--- src/rtl/ir_scan_pi.sv ---
// IR line-sensor scanner with PI steering.
// Each pair is lit, settled, then its right and left channels are converted.
// The weighted right-minus-left difference feeds a PI loop that produces
// differential motor commands around a base speed.
module ir_scan_pi #(
  parameter int                 NUM_PAIRS  = 3,
  parameter int                 SETTLE_CYC = 4096,
  parameter int                 GAP_CYC    = 32,
  parameter logic [7:0]         PWM_DUTY   = 8'h8C,
  parameter int                 P_SHIFT    = 2,
  parameter int                 I_SHIFT    = 4,
  parameter logic signed [10:0] BASE_SPD   = 11'sd400
) (
  input  logic                     clk,
  input  logic                     rst,
  input  logic                     go,
  input  logic                     cnv_cmplt,
  input  logic [11:0]              a2d_res,
  output logic                     strt_cnv,
  output logic [2:0]               chnnl,
  output logic [NUM_PAIRS-1:0]     ir_en,
  output logic signed [10:0]       lft,
  output logic signed [10:0]       rht,
  output logic                     pi_vld
);

  // Timer must reach the larger of the two wait lengths.
  localparam int TW = $clog2((SETTLE_CYC > GAP_CYC) ? SETTLE_CYC : GAP_CYC) + 1;

  typedef enum logic [2:0] {
    IDLE, SETTLE, CNV_R, GAP, CNV_L, NEXT, PI_CALC, UPDATE
  } state_t;

  state_t                 state_q, state_d;
  logic [TW-1:0]          timer_q, timer_d;
  logic [1:0]             pair_q, pair_d;
  logic signed [17:0]     accum_q, accum_d;
  logic signed [15:0]     integ_q, integ_d;
  logic signed [18:0]     corr_q, corr_d;
  logic [7:0]             cnt_q, cnt_d;
  logic                   strt_q, strt_d;
  logic [2:0]             chnnl_q, chnnl_d;
  logic                   pi_vld_q, pi_vld_d;
  logic signed [10:0]     lft_q, lft_d;
  logic signed [10:0]     rht_q, rht_d;

  logic [17:0]            a2d_sh;
  logic signed [18:0]     accum_x, integ_x, integ_sum, corr_new;
  logic signed [15:0]     integ_new;
  logic signed [19:0]     base_x, corr_x, lft_sum, rht_sum;
  logic                   pwm, emit_on;

  function automatic logic signed [15:0] sat16(input logic signed [18:0] v);
    if (v > 19'sd32767)       return 16'sh7FFF;
    else if (v < -19'sd32768) return 16'sh8000;
    else                      return v[15:0];
  endfunction

  function automatic logic signed [10:0] sat11(input logic signed [19:0] v);
    if (v > 20'sd1023)       return 11'sh3FF;
    else if (v < -20'sd1024) return 11'sh400;
    else                     return v[10:0];
  endfunction

  // Sample weighting: pair p counts 2^p; accumulator width leaves headroom.
  assign a2d_sh    = {6'd0, a2d_res} << pair_q;

  // PI arithmetic at 19 bits, integrator saturated to 16 bits.
  assign accum_x   = $signed({accum_q[17], accum_q});
  assign integ_x   = $signed({{3{integ_q[15]}}, integ_q});
  assign integ_sum = integ_x + (accum_x >>> I_SHIFT);
  assign integ_new = sat16(integ_sum);
  assign corr_new  = (accum_x >>> P_SHIFT) + $signed({{3{integ_new[15]}}, integ_new});

  // Motor command sums widened so saturation sees the true value.
  assign base_x  = $signed({{9{BASE_SPD[10]}}, BASE_SPD});
  assign corr_x  = $signed({corr_q[18], corr_q});
  assign lft_sum = base_x + corr_x;
  assign rht_sum = base_x - corr_x;

  // Emitter is PWM-gated and only lit while the active pair is being measured.
  assign pwm     = (cnt_q < PWM_DUTY);
  assign emit_on = pwm && ((state_q == SETTLE) || (state_q == CNV_R) ||
                           (state_q == GAP)    || (state_q == CNV_L));

  generate
    for (genvar gi = 0; gi < NUM_PAIRS; gi++) begin : g_ir_en
      assign ir_en[gi] = emit_on && (pair_q == 2'(gi));
    end
  endgenerate

  // Next-state and datapath; dropping go outside IDLE/UPDATE aborts without side effects.
  always_comb begin
    state_d  = state_q;
    timer_d  = timer_q;
    pair_d   = pair_q;
    accum_d  = accum_q;
    integ_d  = integ_q;
    corr_d   = corr_q;
    cnt_d    = cnt_q + 8'd1;
    strt_d   = 1'b0;
    chnnl_d  = chnnl_q;
    pi_vld_d = 1'b0;
    lft_d    = lft_q;
    rht_d    = rht_q;

    if (!go && (state_q != IDLE) && (state_q != UPDATE)) begin
      state_d = IDLE;
    end else begin
      case (state_q)
        IDLE: begin
          if (go) begin
            pair_d  = 2'd0;
            timer_d = '0;
            accum_d = '0;
            integ_d = '0;
            state_d = SETTLE;
          end
        end
        SETTLE: begin
          if (timer_q == TW'(SETTLE_CYC - 1)) begin
            strt_d  = 1'b1;
            chnnl_d = {pair_q, 1'b0};
            state_d = CNV_R;
          end else begin
            timer_d = timer_q + 1'b1;
          end
        end
        CNV_R: begin
          if (cnv_cmplt) begin
            accum_d = accum_q + $signed(a2d_sh);
            timer_d = '0;
            state_d = GAP;
          end
        end
        GAP: begin
          if (timer_q == TW'(GAP_CYC - 1)) begin
            strt_d  = 1'b1;
            chnnl_d = {pair_q, 1'b1};
            state_d = CNV_L;
          end else begin
            timer_d = timer_q + 1'b1;
          end
        end
        CNV_L: begin
          if (cnv_cmplt) begin
            accum_d = accum_q - $signed(a2d_sh);
            state_d = NEXT;
          end
        end
        NEXT: begin
          if (pair_q == 2'(NUM_PAIRS - 1)) begin
            state_d = PI_CALC;
          end else begin
            pair_d  = pair_q + 2'd1;
            timer_d = '0;
            state_d = SETTLE;
          end
        end
        PI_CALC: begin
          integ_d = integ_new;
          corr_d  = corr_new;
          state_d = UPDATE;
        end
        UPDATE: begin
          lft_d    = sat11(lft_sum);
          rht_d    = sat11(rht_sum);
          pi_vld_d = 1'b1;
          if (go) begin
            pair_d  = 2'd0;
            accum_d = '0;
            timer_d = '0;
            state_d = SETTLE;
          end else begin
            state_d = IDLE;
          end
        end
        default: state_d = IDLE;
      endcase
    end
  end

  // State and registered outputs; reset wins over everything.
  always_ff @(posedge clk) begin
    if (rst) begin
      state_q  <= IDLE;
      timer_q  <= '0;
      pair_q   <= '0;
      accum_q  <= '0;
      integ_q  <= '0;
      corr_q   <= '0;
      cnt_q    <= '0;
      strt_q   <= 1'b0;
      chnnl_q  <= '0;
      pi_vld_q <= 1'b0;
      lft_q    <= '0;
      rht_q    <= '0;
    end else begin
      state_q  <= state_d;
      timer_q  <= timer_d;
      pair_q   <= pair_d;
      accum_q  <= accum_d;
      integ_q  <= integ_d;
      corr_q   <= corr_d;
      cnt_q    <= cnt_d;
      strt_q   <= strt_d;
      chnnl_q  <= chnnl_d;
      pi_vld_q <= pi_vld_d;
      lft_q    <= lft_d;
      rht_q    <= rht_d;
    end
  end

  assign strt_cnv = strt_q;
  assign chnnl    = chnnl_q;
  assign pi_vld   = pi_vld_q;
  assign lft      = lft_q;
  assign rht      = rht_q;

endmodule

--- config.mk ---
export PLATFORM = sky130hd
export DESIGN_NAME = ir_scan_pi
export DESIGN_NICKNAME = d
export VERILOG_FILES = /design/src/rtl/ir_scan_pi.sv
export SDC_FILE = /design/constraint.sdc
export NUM_CORES = 1
export LEC_CHECK = 0
export ABC_AREA = 1
export BUFFER_PORTS_ARGS = -buffer_cell sky130_fd_sc_hd__buf_2
export CORE_MARGIN = 1.5
export CORE_UTILIZATION = 30
export CTS_CLUSTER_DIAMETER = 150
export CTS_CLUSTER_SIZE = 40
export DETAILED_ROUTE_END_ITERATION = 7
export PLACE_DENSITY = 0.44
export SYNTH_ARGS = -nofsm -noshare
export SYNTH_HDL_FRONTEND = slang
export SYNTH_SLANG_ARGS = --single-unit
--- constraint.sdc ---
create_clock -name clk -period 8.53 [get_ports clk]
set_clock_uncertainty 0.1 [all_clocks]
set_input_delay 1.706 -clock clk [delete_from_list [all_inputs] [get_ports clk]]
set_output_delay 1.706 -clock clk [all_outputs]
set_load 0.01 [all_outputs]
==> qor.log <==
INFO  outcome        run_status=finished, final reports clean
INFO  synthesis      synth_seq_cells=104
INFO  floorplanning  num_io_pins=46
INFO  synthesis      yosys_warnings=0
INFO  clock_network  clock_tree.root_cell=sky130_fd_sc_hd__clkbuf_16
INFO  clock_network  cts-buffers-inserted=9
INFO  clock_network  clock_pin_slew_of_the_registers_on_the_worst_case_setup_and_hold_paths=0.08ns
INFO  pwr            power_density=235nW/um^2
INFO  timing         finalWorstPathRequiredPeriod=4.60ns
INFO  timing         finalCritPeriodShare=53.9%
INFO  cells_and_area syn2layout_area_growth=10.2%
INFO  worst_setup_path cp-start-kind=flop
INFO  timing         layout_setup_ws=3.93ns
INFO  placement      numPlacedInstances=1726
INFO  synthesis      synth_cell_types=47
INFO  routing        finalWirelength=23100um
INFO  routing        wl_per_cell=13.3um
INFO  synthesis      synth_edf_count=0
INFO  routing        drt.antenna.violating_nets=0
INFO  synthesis      ys.flop_type=sky130_fd_sc_hd__dfxtp_1
INFO  timing         tightestPinTransition=1.07ns
INFO  placement      dp_slack=3.59ns
INFO  grt            first_global_vias=7957
INFO  timing         max_clock_freq=218MHz
INFO  pwr            cellLeakagePower=4.45nW
INFO  synthesis      seq_area_frac_synth=25.0%
INFO  placement      finalWeightedCongestion=0.861
INFO  pwr            post-layout-total-power=0.00216W
INFO  clock_network  tritoncts_num_sinks=104
INFO  grt            grt-ovfl-total=0
INFO  worst_setup_path timing.critical_path.slowest_stage_cell=sky130_fd_sc_hd__o21ai_0
INFO  routing        routed_via_density=4.76
INFO  cells_and_area num_antenna_cells=0
INFO  synthesis      syn-instance-count=1338
INFO  synthesis      synthDominantCellAreaShare=25.0%
INFO  synthesis      yosys.area.top_type=sky130_fd_sc_hd__dfxtp_1
INFO  clock_network  post_cts_resize_count=0
INFO  floorplanning  start_util=30.8%
INFO  synthesis      async_flop_share=0%
INFO  routing        drtIter0Drc=370
INFO  worst_setup_path critical_path_class=reg2reg
INFO  synthesis      synth_most_common_cell=sky130_fd_sc_hd__nand2_1
INFO  cells_and_area fraction_of_layout_cells_with_a_size_suffix_above_1=7.45%
INFO  timing         max_slew_headroom=28.8%
INFO  clock_network  clk_latency=0.35ns
INFO  floorplanning  chipWidth=170um
INFO  synthesis      post_synth_top_cells=sky130_fd_sc_hd__nand2_1 (400), sky130_fd_sc_hd__a21oi_1 (151), sky130_fd_sc_hd__inv_1 (148), sky130_fd_sc_hd__nor2_1 (110), sky130_fd_sc_hd__dfxtp_1 (104)
INFO  routing        drt-pass1-iter-count=7
INFO  floorplanning  die_area=28800um^2
INFO  synthesis      syn_area=8340um^2
INFO  placement      buffer_ports.inserted=45
INFO  worst_setup_path critical_path_arrival=4.79ns
INFO  clock_network  clk_path_buf_depth=2
INFO  worst_setup_path crit_chain=ha_1 -> inv_1 -> fa_1 -> nand3b_1 -> nand2_1 -> nand2_1 -> nand2_1 -> nand3b_1 -> nand2_1 -> nand2_1 -> nand2_1 -> nand2_2 -> nand2_1 -> nand2_1 -> ha_1 -> nand3_1 -> nand2_1 -> a21oi_1 -> o21ai_0 -> a21boi_0 -> or2_2 -> nand3_1 -> o211ai_1 -> inv_1
INFO  timing         final-max-slew-violation-count=0
INFO  flow_run       max-cap-violations=0
INFO  routing        detail_route.drc_violations=0
INFO  worst_setup_path cpMostUsedCell=sky130_fd_sc_hd__nand2_1
INFO  timing         final-hold-violation-count=0
INFO  placement      hpwl=18000um
INFO  worst_setup_path critical-path-max-stage-delay=0.47ns
INFO  cells_and_area post_layout_util=33.9%
INFO  timing         setup_repair_after_global_routing_missed_its_margin=no
INFO  floorplanning  dieHeight=170um
INFO  routing        dr_total_vias=8295
INFO  clock_network  htree_levels=3
INFO  synthesis      mean_instance_size_in_the_synthesized_netlist=6.23um^2
INFO  floorplanning  rows=60
INFO  grt            grt_max_degree=69
INFO  worst_setup_path critical_path_buf_inv_count=2
INFO  grt            grt_antenna_before_repair=1
INFO  clock_network  clock_tree_from_tritoncts=done
INFO  grt            grt_use_total=16.8%
INFO  min_path       hold_path_class=reg2reg
INFO  worst_setup_path crit_required=8.73ns
INFO  cells_and_area nNetsFinal=1443
INFO  cells_and_area post_layout_nonfiller_instances=1742
INFO  clock_network  postCtsHoldBufs=0
INFO  timing         final.setup.tns=0ns
INFO  worst_setup_path setup.worst_path.end_class=flop
INFO  timing         finalSetupViolCount=0
INFO  synthesis      syn_nets=1416
INFO  grt            first_pass_grt_wire_length=39500um
INFO  floorplanning  coreArea=27100um^2
INFO  pwr            irDropWorstVdd=0.117mV
INFO  synthesis      synth_top_cells_by_area=sky130_fd_sc_hd__dfxtp_1 (25%), sky130_fd_sc_hd__nand2_1 (18%), sky130_fd_sc_hd__a21oi_1 (9.1%)
INFO  worst_setup_path worst_path_maximum_fanout=15
INFO  clock_network  cts_setup_buffers=0
INFO  worst_setup_path cpLargestDelayFamily=simple AND/OR/NAND/NOR gates
## sequential cells by signal, indices dropped and copies added (netlist names)
| signal | cells |
|---|---|
| accum_q | 18 |
| chnnl | 3 |
| cnt_q | 8 |
| corr_q | 17 |
| integ_q | 16 |
| lft | 11 |
| pair_q | 2 |
| pi_vld | 1 |
| rht | 11 |
| state_q | 3 |
| strt_cnv | 1 |
| timer_q | 13 |
## logic make-up after synthesis
logic type | after synthesis | synth area share, %
DFF | 104 | 25.0
AOI/OAI and AO/OA | 275 | 18.0
xor gates and xnor gates | 51 | 5.36
and+or+nand+nor | 657 | 33.0
buffers and inverters | 189 | 9.08
adders and majority gates | 62 | 9.57
## cells in the final DEF, fill, tap and decap left out, types with 3 or more instances in the layout
master,netlist,routed
sky130_fd_sc_hd__nand3_1,79,79
sky130_fd_sc_hd__o21bai_1,3,3
sky130_fd_sc_hd__buf_2,7,45
sky130_fd_sc_hd__or2_2,6,6
sky130_fd_sc_hd__dfxtp_1,104,104
sky130_fd_sc_hd__o21ai_1,12,12
sky130_fd_sc_hd__fa_1,3,3
sky130_fd_sc_hd__or2_1,3,3
sky130_fd_sc_hd__clkbuf_16,0,9
sky130_fd_sc_hd__a31oi_1,5,5
sky130_fd_sc_hd__nor2_4,3,3
sky130_fd_sc_hd__nor3_1,15,15
sky130_fd_sc_hd__ha_1,59,59
sky130_fd_sc_hd__nand2_1,400,400
sky130_fd_sc_hd__xor2_1,37,37
sky130_fd_sc_hd__buf_4,3,5
sky130_fd_sc_hd__o211ai_1,9,9
sky130_fd_sc_hd__xnor2_1,14,14
sky130_fd_sc_hd__nand2_2,4,4
sky130_fd_sc_hd__o21ai_0,67,67
sky130_fd_sc_hd__nand3b_1,6,6
sky130_fd_sc_hd__a211oi_1,4,4
sky130_fd_sc_hd__a21o_1,6,6
sky130_fd_sc_hd__a21oi_1,151,151
sky130_fd_sc_hd__nor2_1,110,110
sky130_fd_sc_hd__nor3_2,3,3
sky130_fd_sc_hd__nor2_2,5,5
sky130_fd_sc_hd__a31o_2,3,3
sky130_fd_sc_hd__inv_1,148,148
sky130_fd_sc_hd__inv_2,5,5
sky130_fd_sc_hd__nor4_1,4,4
sky130_fd_sc_hd__nand4_1,15,15
## worst reg2reg max path: cells and delay by family, from the launching register on
| family | cells | cell delay [ns] |
|---|---|---|
| flops | 1 | 0.44 |
| compound gates | 4 | 0.95 |
| fa+ha+maj | 3 | 0.98 |
| simple gates | 15 | 1.93 |
| buf+inv | 2 | 0.15 |
## power by group
| group | switching (W) | internal, W | total, W | leakage, nW |
|---|---|---|---|---|
| registers | 0.0000737 | 0.000530 | 0.000603 | 0.841 |
| clock network | 0.000213 | 0.000205 | 0.000418 | 0.141 |
| logic | 0.000749 | 0.000386 | 0.00113 | 3.47 |
## path summary, 6_finish.rpt
kind / start / end / slack, ns / cells after the start
min reg2reg: chnnl[1] / chnnl[1] / 0.36 / 2
max: accum_q[4] / corr_q[9] / 3.93 / 24
min: chnnl[1] / chnnl[1] / 0.36 / 2
max reg2reg: accum_q[4] / corr_q[9] / 3.93 / 24
## layout make-up
type                       instances  area (um^2)
fill                            3120        17900
multi-input combinational       1045         5500
sequential                       104         2080
clock buffer                       9          225
inverter                         155          587
tap                              372          465
timing repair buffer              50          263
clock inverter                     7         66.3
## per-stage QoR
| stage | hold WS (ns) | area (um^2) |
|---|---|---|
| final | 0.358 | 9190 |
| after global routing | 0.383 | 9190 |
| after global placement | 0.336 | 8900 |
| after detailed placement | 0.341 | 8900 |
| after CTS | 0.360 | 9190 |
| after floorplan | 0.318 | 8340 |
## per-layer routing
metal	global-route usage (%)	vias up	part of all wire (%)
li1	-	4430	-
met1	22.0	3770	50
met2	29.7	83	48
met3	1.84	10	1.8
met4	3.12	2	0.82
met5	0	-	0.043
(Power assumes the default switching activity.)
